File: config.mk
export PLATFORM = sky130hd
export DESIGN_NAME = status_update_unit
export DESIGN_NICKNAME = d
export VERILOG_FILES = /design/src/rtl/status_update_unit.sv
export SDC_FILE = /design/constraint.sdc
export NUM_CORES = 1
export LEC_CHECK = 0
export CORE_MARGIN = 2
export CORE_UTILIZATION = 37
export CTS_CLUSTER_SIZE = 8
export DETAILED_ROUTE_END_ITERATION = 10
export GPL_ROUTABILITY_DRIVEN = 0
export HOLD_SLACK_MARGIN = 0.12
export PLACE_DENSITY = 0.84
export REMOVE_ABC_BUFFERS = 1
export SETUP_SLACK_MARGIN = 0.5
export SYNTH_ARGS = -nofsm -noshare
export SYNTH_HDL_FRONTEND = slang
export SYNTH_SLANG_ARGS = --single-unit
File: constraint.sdc
create_clock -name clk -period 1.3 [get_ports clk]
set_input_delay 0.26 -clock clk [delete_from_list [all_inputs] [get_ports clk]]
set_output_delay 0.26 -clock clk [all_outputs]
set_load 0.01 [all_outputs]
File: src/rtl/status_update_unit.sv
// rtl/status_update_unit.sv - status row update: way select (hit / first-invalid / tree-PLRU) and row write-back.
// Optional STATUS_UPDATE_FWD_EN forwards the last updated row to a back-to-back request for the same set.
module status_update_unit #(
  parameter int TAG_WIDTH  = 1,
  parameter int ADDR_WIDTH = 6,
  parameter int NUM_WAYS   = 4,
  localparam int ROW_WIDTH = 2 * NUM_WAYS - 1,
  localparam int WAY_W     = $clog2(NUM_WAYS)
) (
  input  logic                  clk,
  input  logic                  rst,
  input  logic                  i_halt,
  input  logic [TAG_WIDTH-1:0]  i_tag,
  input  logic [ADDR_WIDTH-1:0] i_addr,
  input  logic [ROW_WIDTH-1:0]  i_row,
  input  logic                  i_hit,
  input  logic [WAY_W-1:0]      i_hit_way,
  input  logic                  i_valid,
  output logic                  o_ready,
  output logic [TAG_WIDTH-1:0]  o_tag,
  output logic [WAY_W-1:0]      o_way,
  output logic                  o_hit,
  output logic                  o_valid,
  output logic [ADDR_WIDTH-1:0] o_wb_addr,
  output logic [ROW_WIDTH-1:0]  o_wb_data,
  output logic                  o_wb_valid,
  input  logic                  i_wb_ready
);

  logic                  valid_q, valid_d;
  logic                  wb_valid_q, wb_valid_d;
  logic [TAG_WIDTH-1:0]  tag_q, tag_d;
  logic [WAY_W-1:0]      way_q, way_d;
  logic                  hit_q, hit_d;
  logic [ADDR_WIDTH-1:0] wb_addr_q, wb_addr_d;
  logic [ROW_WIDTH-1:0]  wb_data_q, wb_data_d;

  logic                  accept;
  logic [ROW_WIDTH-1:0]  row_src;
  logic [NUM_WAYS-1:0]   vld, vld_new;
  logic [NUM_WAYS-2:0]   plru, plru_new;
  logic [WAY_W-1:0]      inv_way, plru_way, way_sel;
  logic                  any_inv;

  assign o_ready = ~i_halt & ~(wb_valid_q & ~i_wb_ready);
  assign accept  = i_valid & o_ready;

`ifdef STATUS_UPDATE_FWD_EN
  logic fwd_vld_q, fwd_vld_d;

  // Output stage holds the freshest copy of its set; the array read is stale.
  always_comb begin
    fwd_vld_d = fwd_vld_q | accept;
    row_src   = (fwd_vld_q && (i_addr == wb_addr_q)) ? wb_data_q : i_row;
  end

  always_ff @(posedge clk) begin
    if (rst) fwd_vld_q <= 1'b0;
    else     fwd_vld_q <= fwd_vld_d;
  end
`else
  assign row_src = i_row;
`endif

  always_comb begin
    int node_v;
    int node_t;
    logic dir;
    vld      = row_src[NUM_WAYS-1:0];
    plru     = row_src[ROW_WIDTH-1:NUM_WAYS];
    inv_way  = '0;
    any_inv  = 1'b0;
    // Descending scan so the lowest-index invalid way wins.
    for (int w = NUM_WAYS - 1; w >= 0; w--) begin
      if (!vld[w]) begin
        inv_way = WAY_W'(w);
        any_inv = 1'b1;
      end
    end
    node_v = 0;
    for (int l = 0; l < WAY_W; l++) begin
      node_v = 2 * node_v + 1 + int'(plru[node_v]);
    end
    plru_way = WAY_W'(node_v - (NUM_WAYS - 1));
    if (i_hit)        way_sel = i_hit_way;
    else if (any_inv) way_sel = inv_way;
    else              way_sel = plru_way;
    plru_new = plru;
    node_t   = 0;
    for (int l = 0; l < WAY_W; l++) begin
      dir              = way_sel[WAY_W-1-l];
      plru_new[node_t] = ~dir;
      node_t           = 2 * node_t + 1 + int'(dir);
    end
    vld_new = vld;
    if (!i_hit) vld_new[way_sel] = 1'b1;
  end

  always_comb begin
    valid_d    = valid_q;
    wb_valid_d = wb_valid_q;
    tag_d      = tag_q;
    way_d      = way_q;
    hit_d      = hit_q;
    wb_addr_d  = wb_addr_q;
    wb_data_d  = wb_data_q;
    if (!i_halt) valid_d = accept;
    if (wb_valid_q && i_wb_ready) wb_valid_d = 1'b0;
    if (accept) begin
      wb_valid_d = 1'b1;
      tag_d      = i_tag;
      way_d      = way_sel;
      hit_d      = i_hit;
      wb_addr_d  = i_addr;
      wb_data_d  = {plru_new, vld_new};
    end
  end

  always_ff @(posedge clk) begin
    if (rst) begin
      valid_q    <= 1'b0;
      wb_valid_q <= 1'b0;
      tag_q      <= '0;
      way_q      <= '0;
      hit_q      <= 1'b0;
      wb_addr_q  <= '0;
      wb_data_q  <= '0;
    end else begin
      valid_q    <= valid_d;
      wb_valid_q <= wb_valid_d;
      tag_q      <= tag_d;
      way_q      <= way_d;
      hit_q      <= hit_d;
      wb_addr_q  <= wb_addr_d;
      wb_data_q  <= wb_data_d;
    end
  end

  // A result held across a halt is presented once the halt lifts.
  assign o_valid    = valid_q & ~i_halt;
  assign o_wb_valid = wb_valid_q;
  assign o_tag      = tag_q;
  assign o_way      = way_q;
  assign o_hit      = hit_q;
  assign o_wb_addr  = wb_addr_q;
  assign o_wb_data  = wb_data_q;

endmodule
# [Yosys cells after proc, flatten, opt, wreduce, memory -nomap -nowiden]
# Index checks and enable logic that the tools add are counted.
[classes] n_mul=0 div=0 muxes=21 bitwise_logic=10 magnitude_cmp=5 eq_ne=0 n_reduce_logical=4 add_sub_neg=5 shift=0
[op_table] op="2-bit 2-to-1 mux" count=6
[op_table] op="1-bit 2-to-1 mux" count=10
[op_table] op="2-bit by 3-bit less-than comparator with 1-bit output (second input constant)" count=3
[op_table] op="1-bit inverter" count=5
[op_table] op="1-bit by 1-bit adder with 2-bit output (first input constant)" count=2
[op_table] op="1-bit bitwise AND" count=4
[op_table] op="1-bit demux with 2-bit select" count=2
[op_table] op="2-bit by 1-bit greater-or-equal comparator with 1-bit output (second input constant)" count=2
[op_table] op="4-bit 2-to-1 mux" count=1
[op_table] op="4-bit OR" count=1
[op_table] op="3-bit bitwise mux" count=1
[op_table] op="1-bit logical AND" count=3
[op_table] op="2-bit by 1-bit adder with 2-bit output" count=1
[op_table] op="2-bit by 1-bit adder with 2-bit output (second input constant)" count=1
[op_table] op="1-bit binary-select mux with 2-bit select" count=1
[op_table] op="2-bit nonzero test" count=1
[op_table] op="2-bit subtractor (second input constant)" count=1
[totals] out_inout_bits=20 mem_count=0 romBits=0 latch_bits=0 in_bits=22 elab_cells=52 regBits=19 mem_bits_rw=0

# [Logic depth before layout (Yosys ltp)]
# Gate-level depths: netlist of the first run.
[logic_depth] ltp_word=14 depth_mapped=5 mapped_depth_nobuf=4

# [Least setup slack after synthesis of the first run]
# Ideal clock, no wire load.
[synth_timing] path_type="flip-flop to flip-flop" startpoint="register wb_valid_q (netlist: o_wb_valid)" endpoint="register wb_data_q[1] (netlist: o_wb_data[1])" t_required_ns=1.209 synth_period_minus_slack_ns=1.160 slack_ns=0.140 setup_ns=0.091 n_path_buf=1 path_stages_with_launch=6 arrival_ns=1.070 cell_sequence="dfxtp_1 -> nand2b_1 -> and3_1 -> buf_2 -> nor2_1 -> a311oi_1"
[synth_via] elab_chain_cells=4
[synth_rtl] item="from (decl)" line="31" rtl="logic wb_valid_q, wb_valid_d;"
[synth_rtl] item="from (signal assigned)" line="130" rtl="wb_valid_q <= wb_valid_d;"
[synth_rtl] item="1-bit bitwise AND" line="45" rtl="assign o_ready = ~i_halt & ~(wb_valid_q & ~i_wb_ready);"
[synth_rtl] item="1-bit inverter" line="45"
[synth_rtl] item="1-bit bitwise AND" line="45"
[synth_rtl] item="1-bit bitwise AND" line="46" rtl="assign accept = i_valid & o_ready;"
[synth_rtl] item="to (signal assigned)" line="135" rtl="wb_data_q <= wb_data_d;"
[synth_rtl] item="to (decl)" line="36" rtl="logic [ROW_WIDTH-1:0] wb_data_q, wb_data_d;"
# Every way passes these cells.
# A chain may end at the register's enable or synchronous reset.

# [Final worst setup path of the first run]
[layout_timing] startpoint="input port i_halt" endpoint="output port o_ready"
[layout_via] elab_chain_cells=2
[layout_rtl] item="from (decl)" line="12" rtl="input logic i_halt,"
[layout_rtl] item="1-bit inverter" line="45"
[layout_rtl] item="1-bit bitwise AND" line="45"
[layout_rtl] item="to (decl)" line="19" rtl="output logic o_ready,"
# Every way passes these cells.

==> out/results.txt, run 1 <==
Status - complete, no violations
Setup Skew - 3.31 ps
GRT Util Overall - 0.221
Final setup viols - 0
Multi-input gate area - 562 um2
Post-place setup slack - -428 ps
Initial core utilization - 0.395
Avg Inst Size Synth - 8.33 um2
Clk sink count - 19
Min-delay worst type - in -> reg
Chip Height - 50.0 um
WL/cell - 18.3 um
Distinct cells, synth - 25
Htree depth - 1
Maximum fanout along the worst path - 3
DIE WIDTH - 50.0 um
Iter 0 DRT Violations - 25
R2R setup slack - 50 ps
Worst EP arrival - 1010 ps
Setup crit end kind - output pin
Area growth syn-to-layout - 123%
Mapped Area - 783 um2
Comb power frac - 0.316
Uppermost routed layer - met4
Final Instance Count excl. Fillers - 191
Fillers - 72
CP Class - in -> out
Final worst slack - 31.7 ps
Clock Path Buffers - 2
Worst-Skew Late Latency - 310 ps
Initial antenna violation count - 0
Area share of the largest cell type after synthesis - 0.486
Post-Synth Adder-Cell Area - 0
Top cells by area, synth - dfxtp_1 49%, nand2_1 10%, a21oi_1 7.0%, nor2_1 3.8%, a311oi_1 3.4%
Largest family of logic cells by synthesized area - simple AND/OR/NAND/NOR gates
Minimum clock period - 1270 ps
Mux contribution to synthesized area - 0.0128
XOR/XNOR Fraction of Synth Area - 0
Pin slew with the least headroom to its limit - 204 ps
Pwr dens - 810 nW/um2
Syn Inst Count - 94
Vias per cell - 5.45
Antenna viol nets, final - 0
Clock slew at reported path FFs - 110 ps
Top-Level Pins - 42
Clock Tree Root - clkbuf_4
CTS tree - yes
Max Cap Viol - 0
Pre-antenna DRT Iters - 4
Register bit count reported by yosys - 19
Post-DP HPWL - 1640 um
Core region area - 1980 um2
Seq/Total Area, Yosys - 0.486
Final period utilization - 0.976
Met3 Routed Length - 214 um
Vias in the first global route - 930
Leakage - 0.756 nW
DP Cell Count - 169
Via count - 1041
Clock power frac - 0.222
Port Buffers - 41
Largest net degree at the start of global routing - 14
Cell Rows - 16
Max-slew headroom - 0.863
Sequential share of power - 0.461
Max VDD drop - 0.912 mV
NetSw - 0.424 mW
Die area - 2500 um2
WP data required - 1040 ps
Inserted Diodes - 0
Layout cells sized above 1 - 0.701
Sw Ratio - 0.300
Fin Hold WS - 403 ps
Post-Synth Simple-Gate Area - 0.241
Met1 wire length - 1400 um
Final Util - 0.880
Cell taking the most area after synthesis - dfxtp_1
Final Slew Violations - 0
Hold Buf Count CTS - 0
CP Launch Type - primary input
CTS Buf Count - 3
RSZ-0062 raised after global routing - yes
DRC viols - 0
Nets - 187
Gr ovfl total - 0
YS warnings - 0
Synth Area in Compound Gates - 0.217
Internal - 0.989 mW
Final Hold Fails - 0
F_max - 788 MHz
Register Area - 407 um2
Total wire length - 3500 um
Wire length on met2 - 1760 um
Global-route wire length before repair - 4140 um
## cells in the final DEF (no fill, tap or decap), types with 2 or more instances in the layout
cell,n
buf_6,24
buf_4,23
dfxtp_2,18
nand2_1,11
a21oi_2,11
clkdlybuf4s50_1,10
dlygate4sd2_1,10
nand2_2,5
nand2_4,5
nor2_1,4
a211oi_2,4
inv_1,3
nor3_2,3
clkbuf_4,3
nand2b_4,2
nor2_2,2
nor2_4,2
a311oi_2,2
## layout make-up
type                    instances  area share
clock inverters                 1     0.00287
multi-input cells              67       0.322
clock buffers                   3      0.0129
flip-flops and latches         19       0.233
well taps                      27      0.0194
repair buffers                 71       0.403
inverters                       3     0.00646
## critical path, cell delays in order
cell and delay [ps]:
dlygate4sd2_1 300, inv_1 140, and2_4 190, buf_6 110
## path summary, 6_finish.rpt
kind                                 start           end  depth (start not counted)
worst max-delay path                i_halt       o_ready                          4
worst min-delay path              i_row[1]  o_wb_data[1]                          3
worst max register to register  o_wb_valid  o_wb_data[3]                          6
worst min register to register       o_tag         o_tag                          2
## kinds of logic (layout without fill, tap and decap cells)
logic type | after synthesis | after routing
compound gates | 24 | 24
buf+inv | 8 | 78
flops | 19 | 19
mux | 1 | 1
simple gates | 42 | 42
## flip-flops by register name, indices dropped and copies added (netlist names)
name        count
o_hit           1
o_tag           1
o_way           2
o_wb_addr       6
o_wb_data       7
o_wb_valid      1
valid_q         1
## power by group through the flow
stage               registers (mW)  clock network [mW]  logic, mW
floorplan                    0.661                   0     0.0845
global placement             0.645                   0      0.291
detailed placement           0.646                   0      0.297
CTS                          0.646               0.313      0.330
global route                 0.654               0.349      0.472
finish                       0.652               0.314      0.447
## per-stage QoR
stage / total power [mW] / area (um2) / setup TNS [ps]
finish: 1.41 / 1740 / 0
global route: 1.48 / 1740 / -3.25
CTS: 1.29 / 1460 / 0
detailed placement: 0.943 / 1290 / -6540
global placement: 0.936 / 1290 / -5860
floorplan: 0.746 / 761 / -33.7
## cells in the mapped netlist (all sizes together)
cell / count
and3: 1
nand2b: 2
and3b: 1
inv: 3
dfxtp: 19
nor3: 3
a311o: 1
nand3b: 1
nor2: 8
a311oi: 3
nor2b: 2
nand3: 2
clkbuf: 2
a211oi: 4
nand2: 21
a22oi: 1
o21ai: 1
mux2i: 1
buf: 3
a22o: 1
a21oi: 12
a32oi: 1
and2: 1
## layer usage
metal  vias up  global-route usage
li1        470                   -
met1       507               0.236
met2        52               0.393
met3        12              0.0636
met4         0               0.102
met5         -                   0
## timing repair
item | 4_1_cts | 5_1_grt
resized for setup | 140 | 49
gates cloned | 2 | 1
setup endpoints to repair | 39 | 39
pin swaps | 10 | 15
setup buffers | 4 | 11
Note: power is estimated with default switching activity, not from simulation.
==> run 2, diff against run 1 <==
Settings changed: PLACE_DENSITY 0.84 to 0.78, SKIP_CTS_REPAIR_TIMING from default to 1.
==> out/results.txt, run 2 (same netlist as run 1, synthesis figures left out) <==
Status - complete, no violations
Final Hold Fails - 0 (unchanged)
Pre-antenna DRT Iters - 4 (unchanged)
Nets - 173 (-7.5%)
Cell Rows - 16 (unchanged)
Initial core utilization - 0.395 (unchanged)
Clk sink count - 19 (unchanged)
DP Cell Count - 170 (+0.59%)
Final worst slack - 74.3 ps (+42.5 ps)
Min-delay worst type - in -> reg
Post-place setup slack - -441 ps (-13.6 ps)
Worst Setup EP - o_ready
Chip Height - 50.0 um (unchanged)
CP Launch Type - flip-flop
Max-slew headroom - 0.835 (-0.0285)
Port Buffers - 41 (unchanged)
Final Instance Count excl. Fillers - 177 (-7.3%)
Leakage - 0.721 nW (-4.6%)
Vias in the first global route - 851 (-8.5%)
Most frequent cells in the layout - 20 x nand2_1, 20 x buf_6, 18 x dfxtp_2
DRC viols - 0 (unchanged)
Register Area - 403 um2 (-0.92%)
Layout cells sized above 1 - 0.500 (-0.201)
R2R setup slack - 90 ps (+40 ps)
WP data required - 1040 ps (about the same)
Minimum clock period - 1230 ps (-42.5 ps)
Clock Path Buffers - 2 (unchanged)
Max VDD drop - 0.575 mV (-37%)
DIE WIDTH - 50.0 um (unchanged)
Gr ovfl total - 0 (unchanged)
CP Class - reg -> out
Post-DP HPWL - 1670 um (+1.8%)
Clock slew at reported path FFs - 100 ps (about the same)
Max Cap Viol - 0 (unchanged)
CP startpoint - o_wb_valid
Setup Skew - 5.84 ps (+2.52 ps)
Via count - 894 (-14%)
Worst r2r dst - o_wb_data[6]
Core region area - 1980 um2 (unchanged)
Clock Tree Root - clkbuf_4
Final Slew Violations - 0 (unchanged)
Die area - 2500 um2 (unchanged)
R2R cell count - 6 (unchanged)
CTS tree - yes
FF-to-FF Start - o_wb_valid
RSZ-0062 raised after global routing - yes
GRT Util Overall - 0.185 (-0.0355)
Final period utilization - 0.943 (-0.0327)
Top-Level Pins - 42 (unchanged)
Antenna viol nets, final - 0 (unchanged)
Iter 0 DRT Violations - 11 (-56%)
Maximum fanout along the worst path - 2 (-1)
Final setup viols - 0 (unchanged)
Global-route wire length before repair - 3490 um (-16%)
Max reg flops - 7 (unchanged)
Worst EP arrival - 970 ps (-40 ps)
Area growth syn-to-layout - 97.1%
CTS Buf Count - 3 (unchanged)
Pwr dens - 847 nW/um2 (+4.6%)
Fillers - 119 (+65%)
Largest net degree at the start of global routing - 17 (+3)
Initial antenna violation count - 0 (unchanged)
Multi-input gate area - 444 um2 (-21%)
Htree depth - 1 (unchanged)
WL/cell - 14.9 um (-19%)
Setup crit end kind - output pin
Inserted Diodes - 0 (unchanged)
Worst-Skew Late Latency - 300 ps (about the same)
Vias per cell - 5.05 (-7.3%)
Pin slew with the least headroom to its limit - 245 ps (+41.6 ps)
Total wire length - 2630 um (-25%)
F_max - 816 MHz (+3.5%)
-- run 2: cell types whose count changed in the layout (fill, tap and decap cells not counted), sizes merged --
| cell | previous run | this run |
|---|---|---|
| clkbuf | 4 | 6 |
| dlygate4sd2 | 10 | 0 |
| clkinv | 1 | 0 |
| buf | 49 | 33 |
| clkdlybuf4s50 | 10 | 11 |
| dlymetal6s2s | 1 | 11 |
-- run 2: worst min path at each step --
stage / cells past startpoint / to / start / slack [ps]
finish: 3 / o_wb_data[0] / i_row[0] / 300
global route: 3 / o_wb_data[0] / i_row[0] / 330
CTS: 2 / o_tag / o_tag / 470
detailed placement: 2 / o_wb_addr[1] / o_wb_addr[1] / 450
global placement: 2 / o_wb_addr[3] / o_wb_addr[3] / 440
floorplan: 1 / o_wb_data[6] / rst / 320
-- run 2: cell type report --
type                            instances  share of cell area
Clock buffer                            4              0.0170
Inverter                                3             0.00729
Multi-Input combinational cell         67               0.288
Sequential cell                        19               0.261
Tap cell                               27              0.0219
Timing Repair Buffer                   57               0.405
-- run 2: per-stage QoR --
step	utilization	hold slack, ps	power (mW)	setup TNS (ps)	cell area [um2]
floorplan	-	325	0.746	-33.7	761
global placement	0.670	441	0.949	-6440	1330
detailed placement	0.670	450	0.959	-6720	1330
CTS	0.683	468	1.25	-4080	1350
global route	0.779	332	1.37	0	1540
finish	0.779	304	1.31	0	1540
-- run 2: worst max-delay path, stage by stage, from the launching register on --
cell,delay (ps)
dfxtp_2,370
nand2b_4,60
and2_4,130
buf_6,110
-- run 2: power breakdown --
part           total, mW  internal, mW  switching, mW
Clock              0.298         0.119          0.178
Combinational      0.363         0.212          0.151
Sequential         0.648         0.623         0.0245
-- run 2: layer usage --
layer / up-vias / GRT usage / wire [um]
li1: 436 / - / -
met1: 416 / 0.186 / 1050
met2: 33 / 0.357 / 1410
met3: 9 / 0.0364 / 109
met4: 0 / 0.0833 / 64
met5: - / 0 / 0
